[config.mk]
export PLATFORM = sky130hd
export DESIGN_NAME = fifo_input_packer
export DESIGN_NICKNAME = d
export VERILOG_FILES = /design/src/rtl/fifo_input_packer.sv
export SDC_FILE = /design/constraint.sdc
export NUM_CORES = 1
export LEC_CHECK = 0
export BUFFER_PORTS_ARGS = -buffer_cell sky130_fd_sc_hd__buf_2
export CORE_ASPECT_RATIO = 1.4
export CORE_MARGIN = 1.5
export CORE_UTILIZATION = 55
export CTS_CLUSTER_DIAMETER = 30
export DETAILED_ROUTE_END_ITERATION = 10
export GPL_TIMING_DRIVEN = 0
export PLACE_DENSITY = 0.85
export SYNTH_ARGS = -nofsm -noshare
export SYNTH_HDL_FRONTEND = slang
export SYNTH_SLANG_ARGS = --single-unit
[constraint.sdc]
create_clock -name aclk -period 3.7 [get_ports aclk]
set_input_delay 0.185 -clock aclk [delete_from_list [all_inputs] [get_ports aclk]]
set_output_delay 0.185 -clock aclk [all_outputs]
set_load 0.005 [all_outputs]
[src/rtl/fifo_input_packer.sv]
// ---------------------------------------------------------------------------
// fifo_input_packer
//
// Width-packing stage in front of the MIG-based FIFO input. Narrow
// AXI-Stream samples are gathered into one MIG_Port_Size word,
// Lanes = MIG_Port_Size/In_Width samples per word. The first sample of a
// word lands in the least significant lane.
//
// A partial word is zero-padded and emitted early in two cases:
//   - the sample carries s_tlast
//   - the input has been idle for Flush_Timeout cycles (0 disables this)
// The idle flush keeps slow streams from sitting inside the packer.
//
// Ports:
//   aclk          clock
//   areset        synchronous active-high reset
//   s_tdata       input sample (In_Width bits)
//   s_tvalid      input sample valid
//   s_tready      input ready: output slot free and not in reset
//   s_tlast       end of burst; the word is closed after this sample
//   m_tdata       packed word (MIG_Port_Size bits), to FIFO indata_tdata
//   m_tvalid      packed word valid
//   m_tready      from FIFO indata_tready
//   words_out     count of completed m_* handshakes (wraps)
//   padded_words  count of zero-padded partial words generated (wraps)
// ---------------------------------------------------------------------------
module fifo_input_packer #(
  parameter int In_Width      = 32,
  parameter int MIG_Port_Size = 128,
  parameter int Flush_Timeout = 256
) (
  input  logic                     aclk,
  input  logic                     areset,
  input  logic [In_Width-1:0]      s_tdata,
  input  logic                     s_tvalid,
  output logic                     s_tready,
  input  logic                     s_tlast,
  output logic [MIG_Port_Size-1:0] m_tdata,
  output logic                     m_tvalid,
  input  logic                     m_tready,
  output logic [31:0]              words_out,
  output logic [31:0]              padded_words
);

  localparam int Lanes = MIG_Port_Size / In_Width;
  localparam int IdxW  = $clog2(Lanes);

  localparam logic [IdxW-1:0] LastIdx = IdxW'(Lanes - 1);

  // The idle timer holds the number of idle cycles completed before the
  // current one, so the flush fires while it reads Flush_Timeout-1: the
  // current cycle is then the Flush_Timeout-th idle cycle.
  localparam bit          TimeoutEn     = (Flush_Timeout != 0);
  localparam logic [15:0] TimeoutThresh = (Flush_Timeout == 0) ? 16'd0
                                          : 16'(Flush_Timeout - 1);

  // -------------------------------------------------------------------------
  // State registers and their next-state values
  // -------------------------------------------------------------------------
  logic [MIG_Port_Size-1:0] asm_q,         asm_d;
  logic [IdxW-1:0]          laneIdx_q,     laneIdx_d;
  logic [15:0]              idleTimer_q,   idleTimer_d;
  logic [MIG_Port_Size-1:0] mData_q,       mData_d;
  logic                     mValid_q,      mValid_d;
  logic [31:0]              wordsOut_q,    wordsOut_d;
  logic [31:0]              paddedWords_q, paddedWords_d;

  // -------------------------------------------------------------------------
  // Handshake and event decode
  // -------------------------------------------------------------------------
  logic slotFree;
  logic beatAccept;
  logic lastLane;
  logic beatCompletes;
  logic timeoutFire;
  logic outHandshake;

  // The output register can take a new word when it is empty or is being
  // drained this very cycle, which is what gives back-to-back words with no
  // bubble. Input acceptance follows the slot directly, so under
  // backpressure even non-completing lanes are held off.
  always_comb begin
    slotFree      = !mValid_q || m_tready;
    s_tready      = slotFree && !areset;
    beatAccept    = s_tvalid && s_tready;
    lastLane      = (laneIdx_q == LastIdx);
    beatCompletes = beatAccept && (lastLane || s_tlast);
    outHandshake  = mValid_q && m_tready;
    // An accepted beat takes priority over a timeout landing in the same
    // cycle: the sample is packed and the timer restarts instead.
    timeoutFire   = TimeoutEn && (laneIdx_q != '0) &&
                    (idleTimer_q >= TimeoutThresh) && slotFree && !beatAccept;
  end

  // -------------------------------------------------------------------------
  // Lane datapath
  // -------------------------------------------------------------------------
  logic [MIG_Port_Size-1:0] writtenWord;
  logic [MIG_Port_Size-1:0] mergedWord;
  logic [MIG_Port_Size-1:0] flushWord;

  // Three views of the assembly register:
  //   writtenWord - the sample dropped into the current lane (word still open)
  //   mergedWord  - the same, with every lane above the current one forced
  //                 to zero; this is the word emitted on a completing beat
  //   flushWord   - only the lanes already filled, used by the idle flush
  // The assembly register is cleared whenever a word leaves, so the upper
  // lanes are already zero; masking them anyway keeps padding exact even if
  // that ever changes.
  always_comb begin
    writtenWord = asm_q;
    mergedWord  = '0;
    flushWord   = '0;
    for (int l = 0; l < Lanes; l++) begin
      if (IdxW'(l) < laneIdx_q) begin
        mergedWord[l*In_Width +: In_Width] = asm_q[l*In_Width +: In_Width];
        flushWord[l*In_Width +: In_Width]  = asm_q[l*In_Width +: In_Width];
      end
      if (IdxW'(l) == laneIdx_q) begin
        mergedWord[l*In_Width +: In_Width]  = s_tdata;
        writtenWord[l*In_Width +: In_Width] = s_tdata;
      end
    end
  end

  // -------------------------------------------------------------------------
  // Next-state logic
  // -------------------------------------------------------------------------

  // Output handshake first, then a possible reload of the output register:
  // a load in the same cycle as a handshake overrides the drop of m_tvalid.
  // A completing beat and a timeout flush are mutually exclusive because the
  // flush is suppressed by any accepted beat.
  always_comb begin
    asm_d         = asm_q;
    laneIdx_d     = laneIdx_q;
    mData_d       = mData_q;
    mValid_d      = mValid_q;
    wordsOut_d    = wordsOut_q;
    paddedWords_d = paddedWords_q;

    if (outHandshake) begin
      mValid_d   = 1'b0;
      wordsOut_d = wordsOut_q + 32'd1;
    end

    if (beatCompletes) begin
      mData_d   = mergedWord;
      mValid_d  = 1'b1;
      asm_d     = '0;
      laneIdx_d = '0;
      if (!lastLane) begin
        paddedWords_d = paddedWords_q + 32'd1;
      end
    end else if (beatAccept) begin
      asm_d     = writtenWord;
      laneIdx_d = laneIdx_q + IdxW'(1);
    end else if (timeoutFire) begin
      mData_d       = flushWord;
      mValid_d      = 1'b1;
      asm_d         = '0;
      laneIdx_d     = '0;
      paddedWords_d = paddedWords_q + 32'd1;
    end
  end

  // The idle timer only runs while a partial word is open. It saturates so a
  // flush that is blocked by a busy output slot stays armed instead of
  // wrapping back below the threshold.
  always_comb begin
    idleTimer_d = idleTimer_q;
    if (beatAccept || timeoutFire || (laneIdx_q == '0)) begin
      idleTimer_d = 16'd0;
    end else if (idleTimer_q != 16'hFFFF) begin
      idleTimer_d = idleTimer_q + 16'd1;
    end
  end

  // -------------------------------------------------------------------------
  // State registers
  // -------------------------------------------------------------------------

  // Synchronous reset throws away any partially assembled word along with
  // the output register and both counters.
  always_ff @(posedge aclk) begin
    if (areset) begin
      asm_q         <= '0;
      laneIdx_q     <= '0;
      idleTimer_q   <= 16'd0;
      mData_q       <= '0;
      mValid_q      <= 1'b0;
      wordsOut_q    <= 32'd0;
      paddedWords_q <= 32'd0;
    end else begin
      asm_q         <= asm_d;
      laneIdx_q     <= laneIdx_d;
      idleTimer_q   <= idleTimer_d;
      mData_q       <= mData_d;
      mValid_q      <= mValid_d;
      wordsOut_q    <= wordsOut_d;
      paddedWords_q <= paddedWords_d;
    end
  end

  assign m_tdata      = mData_q;
  assign m_tvalid     = mValid_q;
  assign words_out    = wordsOut_q;
  assign padded_words = paddedWords_q;

endmodule

==> results of run 1 <==
-- critical path, cell delays in order (launching register included) --
cell and delay (ns):
dfxtp_1 0.38, clkbuf_1 0.39, clkbuf_1 0.45, inv_1 0.13
ha_1 0.33, a211oi_2 0.44, a21o_1 0.19, buf_4 0.17
buf_6 0.18, clkbuf_1 0.52, a311oi_1 0.21
-- registers in the layout (all words and copies together) (netlist names) --
signal,cells
m_tdata,128
m_tvalid,1
padded_words,32
asm_q,96
laneIdx_q,2
idleTimer_q,16
words_out,32
-- power by group through the flow --
| stage | Combinational (mW) | Sequential (mW) | Clock [mW] |
|---|---|---|---|
| floorplan | 0.261 | 3.50 | 0 |
| global placement | 0.485 | 3.50 | 0 |
| detailed placement | 0.495 | 3.50 | 0 |
| CTS | 0.520 | 3.43 | 4.17 |
| global route | 0.572 | 3.44 | 4.32 |
| finish | 0.534 | 3.43 | 4.17 |
-- through the flow --
step	util	cell area [sq um]	setup slack (ns)	cells
2_1_floorplan	-	12900	1.12	1535
3_3_place_gp	0.622	14400	0.396	2070
3_5_place_dp	0.622	14400	0.292	2070
4_1_cts	0.697	16100	0.239	2174
5_1_grt	0.697	16100	0.0303	2174
6_report	0.697	16100	0.141	2174
-- synthesized netlist by cell type, types with 15 or more instances --
cell type / count
a21oi_1: 99
a221oi_1: 32
a22oi_1: 33
a311oi_1: 64
a31oi_1: 34
and3_1: 42
buf_2: 32
clkbuf_1: 104
dfxtp_1: 307
nand2_1: 98
nand3_1: 216
nand4_1: 26
nor2_1: 216
nor3_1: 45
o31ai_1: 18
or3_1: 15
or4_1: 19
xnor2_1: 17
xor2_1: 24
-- final cells by class --
class                           count  area [sq um]
Buffer                            144           614
Clock buffer                       50          1140
Clock inverter                     29           330
Fill cell                        1784          7020
Inverter                           15          56.3
Multi-Input combinational cell   1069          6040
Sequential cell                   307          6150
Tap cell                          306           383
Timing Repair Buffer              254          1400
-- metal layers --
metal / vias up / global-route usage / wire length (um)
met3: 203 / 0.0535 / 4320
met4: 0 / 0.210 / 2700
met5: - / 0 / 0
met1: 6340 / 0.404 / 15500
li1: 6195 / - / -
met2: 875 / 0.566 / 20100
-- kinds of logic (layout without fill, tap and decap cells) --
logic type	Yosys count	count (layout)	synth area share
compound gates	301	301	0.162
xor+xnor	41	41	0.0279
fa+ha+maj	8	8	0.00779
flops	307	307	0.478
buf+inv	159	492	0.0522
simple gates	714	714	0.268
mux	5	5	0.00399
-- placed cells by master (no fill, tap or decap), types with 7 or more instances in the layout --
| cell | instances |
|---|---|
| or3_1 | 15 |
| nor4_1 | 7 |
| inv_1 | 13 |
| o21ai_0 | 13 |
| a21oi_1 | 99 |
| a22oi_1 | 33 |
| o31ai_1 | 18 |
| dlygate4sd3_1 | 25 |
| and4_1 | 11 |
| ha_1 | 8 |
| nand4_1 | 26 |
| nor3_1 | 45 |
| clkbuf_16 | 44 |
| nand2_1 | 98 |
| nor2_1 | 216 |
| xnor2_1 | 17 |
| a31oi_1 | 34 |
| xor2_1 | 24 |
| a311oi_1 | 64 |
| dfxtp_1 | 307 |
| or4_1 | 19 |
| and3_1 | 42 |
| buf_2 | 261 |
| a221oi_1 | 32 |
| nand3_1 | 216 |
| clkbuf_1 | 108 |
-- repair_timing --
action,CTS,global route
hold buffers,25,0
setup buffers,0,0
hold endpoints to repair,45,0
-- final timing paths --
| check | from | endpoint | slack, ns | depth (start not counted) |
|---|---|---|---|---|
| worst min-delay path | s_tdata[28] | asm_q[60] | 0.01 | 3 |
| worst max-delay path | laneIdx_q[1] | m_tdata[60] | 0.14 | 10 |
| worst max register to register | laneIdx_q[1] | m_tdata[60] | 0.14 | 10 |
| worst min register to register | asm_q[78] | asm_q[78] | 0.47 | 2 |
==> impl_metrics.py, run 1 <==
metrics = {
    "power": {
        "power.density_nw_per_um2": 505,
        "p_int_mw": 6.06,
        "seqPwrFrac": 0.422,
        "comb_power_share": 0.066,
        "p_sw_frac": 0.256,
        "leakage_nw": 6.14,
        "ir_drop_mv": 0.376,
        "netSwitchingPower_mw": 2.08,
        "clockPowerShare": 0.513,
        "p_total_mw": 8.14,
    },
    "logic_synthesis": {
        "ys.flop_type": "dfxtp_1",
        "synth_area_leaders": "dfxtp_1 (48%), nand3_1 (8.4%), nor2_1 (6.3%), a311oi_1 (4.4%), a21oi_1 (3.9%)",
        "synth.ff_latch_count": 307,
        "syn_nets": 1580,
        "synth_cell_type_count": 47,
        "syn_inst": 1535,
        "yosys_warnings": 0,
        "syn_area_sq_um": 12900,
        "synth_edf_count": 0,
        "synthDominantCellAreaShare": 0.478,
        "synth_top_area_cell": "dfxtp_1",
        "synth-async-reset-ratio": 0,
        "ys_seq_area_frac": 0.478,
        "synth.avg_cell_area_sq_um": 8.37,
    },
    "clock_network": {
        "cts_tree": "done",
        "htreeDepth": 2,
        "clk-insertion-delay-late_ns": 0.55,
        "clockBufferDepth": 3,
        "cts.sinks": 307,
        "path_clk_slew_ns": 0.07,
        "cts_resized": 0,
        "cts-root-buf": "clkbuf_16",
        "numCtsBuffers": 43,
    },
    "grt": {
        "gr-usage-all-layers": 0.337,
        "antenna_found_initial": 0,
        "grt_pass1_vias": 12800,
        "grt_pass1_wl_um": 66300,
        "grt_max_degree": 16,
        "grt_overflow": 0,
    },
    "finish": {
        "area_growth_pct": 25.3,
        "drive_gt1_frac": 0.190,
        "nets": 1879,
        "diodes": 0,
    },
    "run_status": {
        "outcome": "completed",
    },
    "route": {
        "wl_um": 42600,
        "drtAntennaViolNets": 0,
        "drc_errors": 0,
        "first_pass_iters": 7,
        "drtIter0Drc": 1237,
        "vias": 13600,
        "wl_per_cell_um": 19.6,
        "drt-vias-per-instance": 6.26,
    },
    "sta": {
        "fin_tns_setup_ns": 0,
        "slew_viol_final": 0,
        "hold_viol": 0,
        "slew-limit-headroom": 0.460,
        "post-route-min-period_ns": 3.56,
        "tightest_slew_ns": 0.809,
        "whs_ns": 0.0118,
        "post-route-period-util": 0.962,
        "max_freq_ghz": 0.281,
        "finClkSkew_ns": 0.0344,
        "grt_setup_unrepaired": "false",
        "setup_viol": 0,
    },
    "run": {
        "cap_violations": 0,
    },
    "setup_path": {
        "crit_type": "register to register",
        "arrival_ns": 3.94,
        "cp-start-kind": "register",
        "cp-end-kind": "register",
        "worstPathRequired_ns": 4.08,
        "cp_max_fo": 10,
    },
    "floorplan": {
        "initial_core_util": 0.556,
        "placementRows": 66,
        "ios": 231,
        "die_y_um": 184,
        "die_w_um": 132,
        "die-area_sq_um": 24300,
        "core_area_sq_um": 23100,
    },
    "min_path": {
        "hold_path.class": "input port to register",
    },
    "placed_design": {
        "dp_hpwl_um": 28900,
        "port_buffers": 229,
        "gp_congestion": 0.926,
    },
}
Note: power is estimated with default switching activity, not from simulation.
==> inputs of run 2 (changes only) <==
--- a/config.mk
+++ b/config.mk
@@ -12,7 +12,7 @@
 export CTS_CLUSTER_DIAMETER = 30
 export DETAILED_ROUTE_END_ITERATION = 10
 export GPL_TIMING_DRIVEN = 0
-export PLACE_DENSITY = 0.85
+export PLACE_DENSITY = 0.77
 export SYNTH_ARGS = -nofsm -noshare
 export SYNTH_HDL_FRONTEND = slang
 export SYNTH_SLANG_ARGS = --single-unit
==> run 2 against run 1 <==
Effect of this change: via count shrank 1.6%; die area stayed put; cell area hardly changed; first-iteration DRC count down 3.0%; largest cell class unchanged.
==> impl_metrics.py, run 2 (same netlist as run 1, synthesis figures left out) <==
metrics = {
    "run_status": {
        "outcome": "completed",
    },
    "route": {
        "drc_errors": 0,
        "vias": 13400,
        "wl_um": 42800,
        "first_pass_iters": 6,
        "drtIter0Drc": 1200,
        "drt-vias-per-instance": 6.19,
        "wl_per_cell_um": 19.8,
        "drtAntennaViolNets": 0,
    },
    "clock_network": {
        "clk-insertion-delay-late_ns": 0.54,
        "numCtsBuffers": 43,
        "cts_tree": "done",
        "cts_setup_buffers": 0,
        "cts.sinks": 307,
        "htreeDepth": 2,
        "path_clk_slew_ns": 0.06,
        "cts-root-buf": "clkbuf_16",
        "clockBufferDepth": 3,
        "hold_buffers": 16,
        "cts_resized": 0,
    },
    "setup_path": {
        "critical-path-max-stage-delay_ns": 0.53,
        "crit_buf_inv": 6,
        "crit_chain": "clkbuf_1 > clkbuf_1 > inv_1 > ha_1 > a211oi_2 > a21o_1 > buf_4 > buf_6 > clkbuf_1 > a311oi_1",
        "cp_max_fo": 10,
        "arrival_ns": 3.95,
        "worstPathRequired_ns": 4.06,
        "cp-start-kind": "register",
        "path_common_cell": "clkbuf_1",
        "cp_top_family": "buffers and inverters",
        "crit_type": "register to register",
        "cp-end-kind": "register",
        "slowest_stage": "clkbuf_1",
    },
    "floorplan": {
        "ios": 231,
        "die-area_sq_um": 24300,
        "placementRows": 66,
        "core_area_sq_um": 23100,
        "die_w_um": 132,
        "die_y_um": 184,
        "initial_core_util": 0.556,
    },
    "grt": {
        "grt_max_degree": 14,
        "antenna_found_initial": 1,
        "grt_pass1_wl_um": 66700,
        "gr-usage-all-layers": 0.340,
        "grt_pass1_vias": 12800,
        "grt_overflow": 0,
    },
    "finish": {
        "largest_register_ffs": 128,
        "mostFrequentLayoutCells": "dfxtp_1 (307), buf_2 (261), nor2_1 (216), nand3_1 (216), clkbuf_1 (106)",
        "drive_gt1_frac": 0.191,
        "n_fill_cell": 1887,
        "mostFrequentLayoutCell": "dfxtp_1",
        "nets": 1870,
        "area_growth_pct": 25.3,
    },
    "sta": {
        "whs_ns": 0.00408,
        "post-route-period-util": 0.971,
        "hold_viol": 0,
        "max_freq_ghz": 0.278,
        "finClkSkew_ns": 0.0150,
        "slew-limit-headroom": 0.506,
        "slew_viol_final": 0,
        "post-route-min-period_ns": 3.59,
        "grt_setup_unrepaired": "false",
        "tightest_slew_ns": 0.741,
        "setup_viol": 0,
        "fin_tns_setup_ns": 0,
    },
    "power": {
        "p_sw_frac": 0.241,
        "seqPwrFrac": 0.409,
        "p_total_mw": 8.40,
        "power.density_nw_per_um2": 521,
        "clockPowerShare": 0.528,
        "p_int_mw": 6.37,
        "comb_power_share": 0.063,
        "netSwitchingPower_mw": 2.02,
        "ir_drop_mv": 0.364,
        "leakage_nw": 6.13,
    },
    "placed_design": {
        "gp_congestion": 0.882,
        "dp_hpwl_um": 29700,
        "port_buffers": 229,
    },
    "min_path": {
        "hold_path.class": "input port to register",
    },
    "run": {
        "cap_violations": 0,
    },
}
-- run 2: worst min-delay path: stages --
cell,delay (ns)
buf_2,0.17
nand2_1,0.07
a21oi_1,0.06
-- run 2: layout make-up --
class	count	area [sq um]	area share
antenna	1	2.50	0.000155
tap	306	383	0.0238
inverter	15	56.3	0.00350
clock inverter	32	457	0.0284
clock buffer	46	1100	0.0682
sequential	307	6150	0.382
buffer	144	614	0.0382
multi-input combinational	1069	6040	0.375
timing repair buffer	245	1310	0.0811
-- run 2: final timing paths --
kind	from	to	slack [ns]	depth (start not counted)
worst max-delay path	laneIdx_q[1]	m_tdata[61]	0.11	10
worst min-delay path	s_tdata[20]	asm_q[84]	0.004	3
worst max register to register	laneIdx_q[1]	m_tdata[61]	0.11	10
worst min register to register	asm_q[47]	asm_q[47]	0.47	2
-- run 2: through the flow --
stage / setup slack [ns] / util / instances / cell area (sq um)
after detailed placement: 0.305 / 0.622 / 2070 / 14400
final: 0.108 / 0.696 / 2165 / 16100
after global placement: 0.363 / 0.622 / 2070 / 14400
after CTS: 0.266 / 0.696 / 2164 / 16100
after global routing: 0.0119 / 0.696 / 2165 / 16100
after floorplan: 1.12 / - / 1535 / 12900
-- run 2: layer usage --
metal / vias to the layer above / GRT usage / part of all wire
li1: 6170 / - / -
met1: 6307 / 0.398 / 0.38
met2: 749 / 0.588 / 0.49
met3: 166 / 0.0601 / 0.085
met4: 0 / 0.189 / 0.055
met5: - / 0 / 0
-- run 2: power by group through the flow --
| stage | registers, mW | logic, mW | clock network (mW) |
|---|---|---|---|
| final | 3.43 | 0.528 | 4.43 |
| after CTS | 3.43 | 0.515 | 4.44 |
| after floorplan | 3.50 | 0.261 | 0 |
| after global placement | 3.50 | 0.491 | 0 |
| after detailed placement | 3.50 | 0.498 | 0 |
| after global routing | 3.44 | 0.567 | 4.58 |
==> inputs of run 3 (changes only) <==
--- a/config.mk
+++ b/config.mk
@@ -8,11 +8,11 @@
 export BUFFER_PORTS_ARGS = -buffer_cell sky130_fd_sc_hd__buf_2
 export CORE_ASPECT_RATIO = 1.4
 export CORE_MARGIN = 1.5
-export CORE_UTILIZATION = 55
+export CORE_UTILIZATION = 56
 export CTS_CLUSTER_DIAMETER = 30
 export DETAILED_ROUTE_END_ITERATION = 10
 export GPL_TIMING_DRIVEN = 0
-export PLACE_DENSITY = 0.77
+export PLACE_DENSITY = 0.78
 export SYNTH_ARGS = -nofsm -noshare
 export SYNTH_HDL_FRONTEND = slang
 export SYNTH_SLANG_ARGS = --single-unit
==> run 3 against run 2 <==
Effect of this change: combinational power decreased by 0.9%; setup slack better by 0.098 ns; hold slack got worse by 0.0030 ns; global-route usage rose by 0.68 points; sequential share of layout area rose by 0.43 points; via count is 0.44% lower; non-clock buffer count fell by 1; register-to-register slack improved by 0.098 ns; clock skew increased by 0.012 ns; fmax increased by 2.8%; highest routed layer unchanged.
==> impl_metrics.py, run 3 (same netlist as run 1, synthesis figures left out) <==
metrics = {
    "setup_path": {
        "cp-start-kind": "register",
        "reg2regPathDepth": 10,
        "crit_type": "register to register",
        "path_common_cell": "clkbuf_1",
        "slowest_stage": "clkbuf_1",
        "critical-path-max-stage-delay_ns": 0.52,
        "cp-end-kind": "register",
        "r2r_end": "m_tdata[58]",
        "reg2reg_slack_ns": 0.21,
        "crit_chain": "clkbuf_1 > clkbuf_1 > inv_1 > ha_1 > a211oi_2 > a21o_1 > buf_4 > buf_6 > clkbuf_1 > a311oi_1",
        "cp_max_fo": 10,
        "worstPathRequired_ns": 4.06,
        "arrival_ns": 3.85,
        "rr_startpoint": "laneIdx_q[1]",
    },
    "sta": {
        "setup_viol": 0,
        "fin_tns_setup_ns": 0,
        "post-route-period-util": 0.944,
        "post-route-min-period_ns": 3.49,
        "finClkSkew_ns": 0.0273,
        "slew-limit-headroom": 0.449,
        "tightest_slew_ns": 0.826,
        "whs_ns": 0.00106,
        "grt_setup_unrepaired": "false",
        "max_freq_ghz": 0.286,
        "hold_viol": 0,
        "slew_viol_final": 0,
    },
    "route": {
        "wl_per_cell_um": 19.5,
        "vias": 13300,
        "drtIter0Drc": 967,
        "drt-vias-per-instance": 6.18,
        "drtAntennaViolNets": 0,
        "drc_errors": 0,
        "wl_um": 42000,
        "first_pass_iters": 7,
    },
    "clock_network": {
        "clk-insertion-delay-late_ns": 0.54,
        "cts_setup_buffers": 0,
        "path_clk_slew_ns": 0.06,
        "cts_tree": "done",
        "cts-root-buf": "clkbuf_16",
        "clockBufferDepth": 3,
        "numCtsBuffers": 42,
        "cts.sinks": 307,
        "htreeDepth": 2,
        "cts_resized": 0,
    },
    "run": {
        "cap_violations": 0,
    },
    "grt": {
        "gr-usage-all-layers": 0.347,
        "grt_overflow": 0,
        "grt_pass1_vias": 12800,
        "antenna_found_initial": 0,
        "grt_pass1_wl_um": 65500,
        "grt_max_degree": 16,
    },
    "power": {
        "ir_drop_mv": 0.376,
        "power.density_nw_per_um2": 498,
        "leakage_nw": 6.06,
    },
    "finish": {
        "nets": 1868,
        "final_area_sq_um": 15900,
        "seq_area_sq_um": 6150,
        "largest_register_ffs": 128,
        "area_growth_pct": 23.8,
        "drive_gt1_frac": 0.190,
        "mostFrequentLayoutCell": "dfxtp_1",
        "multi_input_area_sq_um": 6040,
        "mostFrequentLayoutCells": "dfxtp_1 (307), buf_2 (261), nor2_1 (216), nand3_1 (216), clkbuf_1 (106)",
        "n_fill_cell": 1852,
    },
    "min_path": {
        "whs_path_depth": 3,
        "min_from": "s_tdata[18]",
        "hold_end": "asm_q[82]",
        "hold_path.class": "input port to register",
    },
    "floorplan": {
        "placementRows": 65,
        "die_w_um": 131,
        "die-area_sq_um": 23900,
        "die_y_um": 182,
        "initial_core_util": 0.571,
        "core_area_sq_um": 22500,
        "ios": 231,
    },
    "placed_design": {
        "port_buffers": 229,
        "gp_congestion": 0.900,
        "dp_hpwl_um": 29500,
        "placed_area_sq_um": 14400,
    },
    "run_status": {
        "outcome": "completed",
    },
}
==> run 3: cell types whose count changed in the layout (fill, tap and decap cells not counted), moves of 2 or more <==
cell / before / now
bufinv_16: 9 / 2
clkinv_2: 4 / 6
clkinv_4: 7 / 5
inv_6: 6 / 9
==> run 3: final cells by class <==
type | instances | area share
Sequential cell | 307 | 0.386
Multi-Input combinational cell | 1069 | 0.379
Timing Repair Buffer | 244 | 0.0814
Clock buffer | 46 | 0.0689
Buffer | 144 | 0.0386
Tap cell | 301 | 0.0237
Clock inverter | 30 | 0.0184
Inverter | 15 | 0.00354
Antenna cell | 1 | 0.000157
==> run 3: layer usage <==
layer	routed length [um]	track usage
met1	15500	0.399
met2	19900	0.579
met3	3680	0.0645
met4	2910	0.229
met5	0	0
==> run 3: worst max-delay path: cells and delay by family, from the launching register on <==
kind | cells | cell delay, ns
buf+inv | 6 | 1.80
fa+ha+maj | 1 | 0.33
compound gates | 3 | 0.81
flops | 1 | 0.38
==> run 3: report_power, final <==
part           total, mW  internal [mW]  switching [mW]
Combinational      0.523          0.167           0.355
Sequential          3.43           3.38          0.0474
Clock               3.98           2.35            1.63
Total               7.93           5.90            2.03
==> run 3: how the worst max path moves through the flow <==
| stage | startpoint | endpoint | slack (ns) | cells past startpoint |
|---|---|---|---|---|
| 3_5_place_dp | laneIdx_q[1] | m_tdata[60] | 0.32 | 10 |
| 6_report | laneIdx_q[1] | m_tdata[58] | 0.21 | 10 |
| 5_1_grt | laneIdx_q[1] | m_tdata[59] | 0.03 | 10 |
| 4_1_cts | laneIdx_q[1] | m_tdata[58] | 0.29 | 10 |
| 2_1_floorplan | laneIdx_q[1] | padded_words[11] | 1.12 | 9 |
| 3_3_place_gp | laneIdx_q[1] | m_tdata[59] | 0.38 | 10 |
==> run 3: metrics by stage <==
stage	cells	util	power, mW	setup slack [ns]
after floorplan	1535	-	3.76	1.12
after CTS	2156	0.707	7.93	0.291
after detailed placement	2065	0.638	4.00	0.318
final	2157	0.707	7.93	0.206
after global routing	2156	0.707	8.13	0.0316
after global placement	2065	0.638	3.99	0.376
==> run 3: what timing repair did <==
action                     4_1_cts  5_1_grt
hold buffers                    15        0
setup endpoints to repair        0        0
hold endpoints to repair        23        0
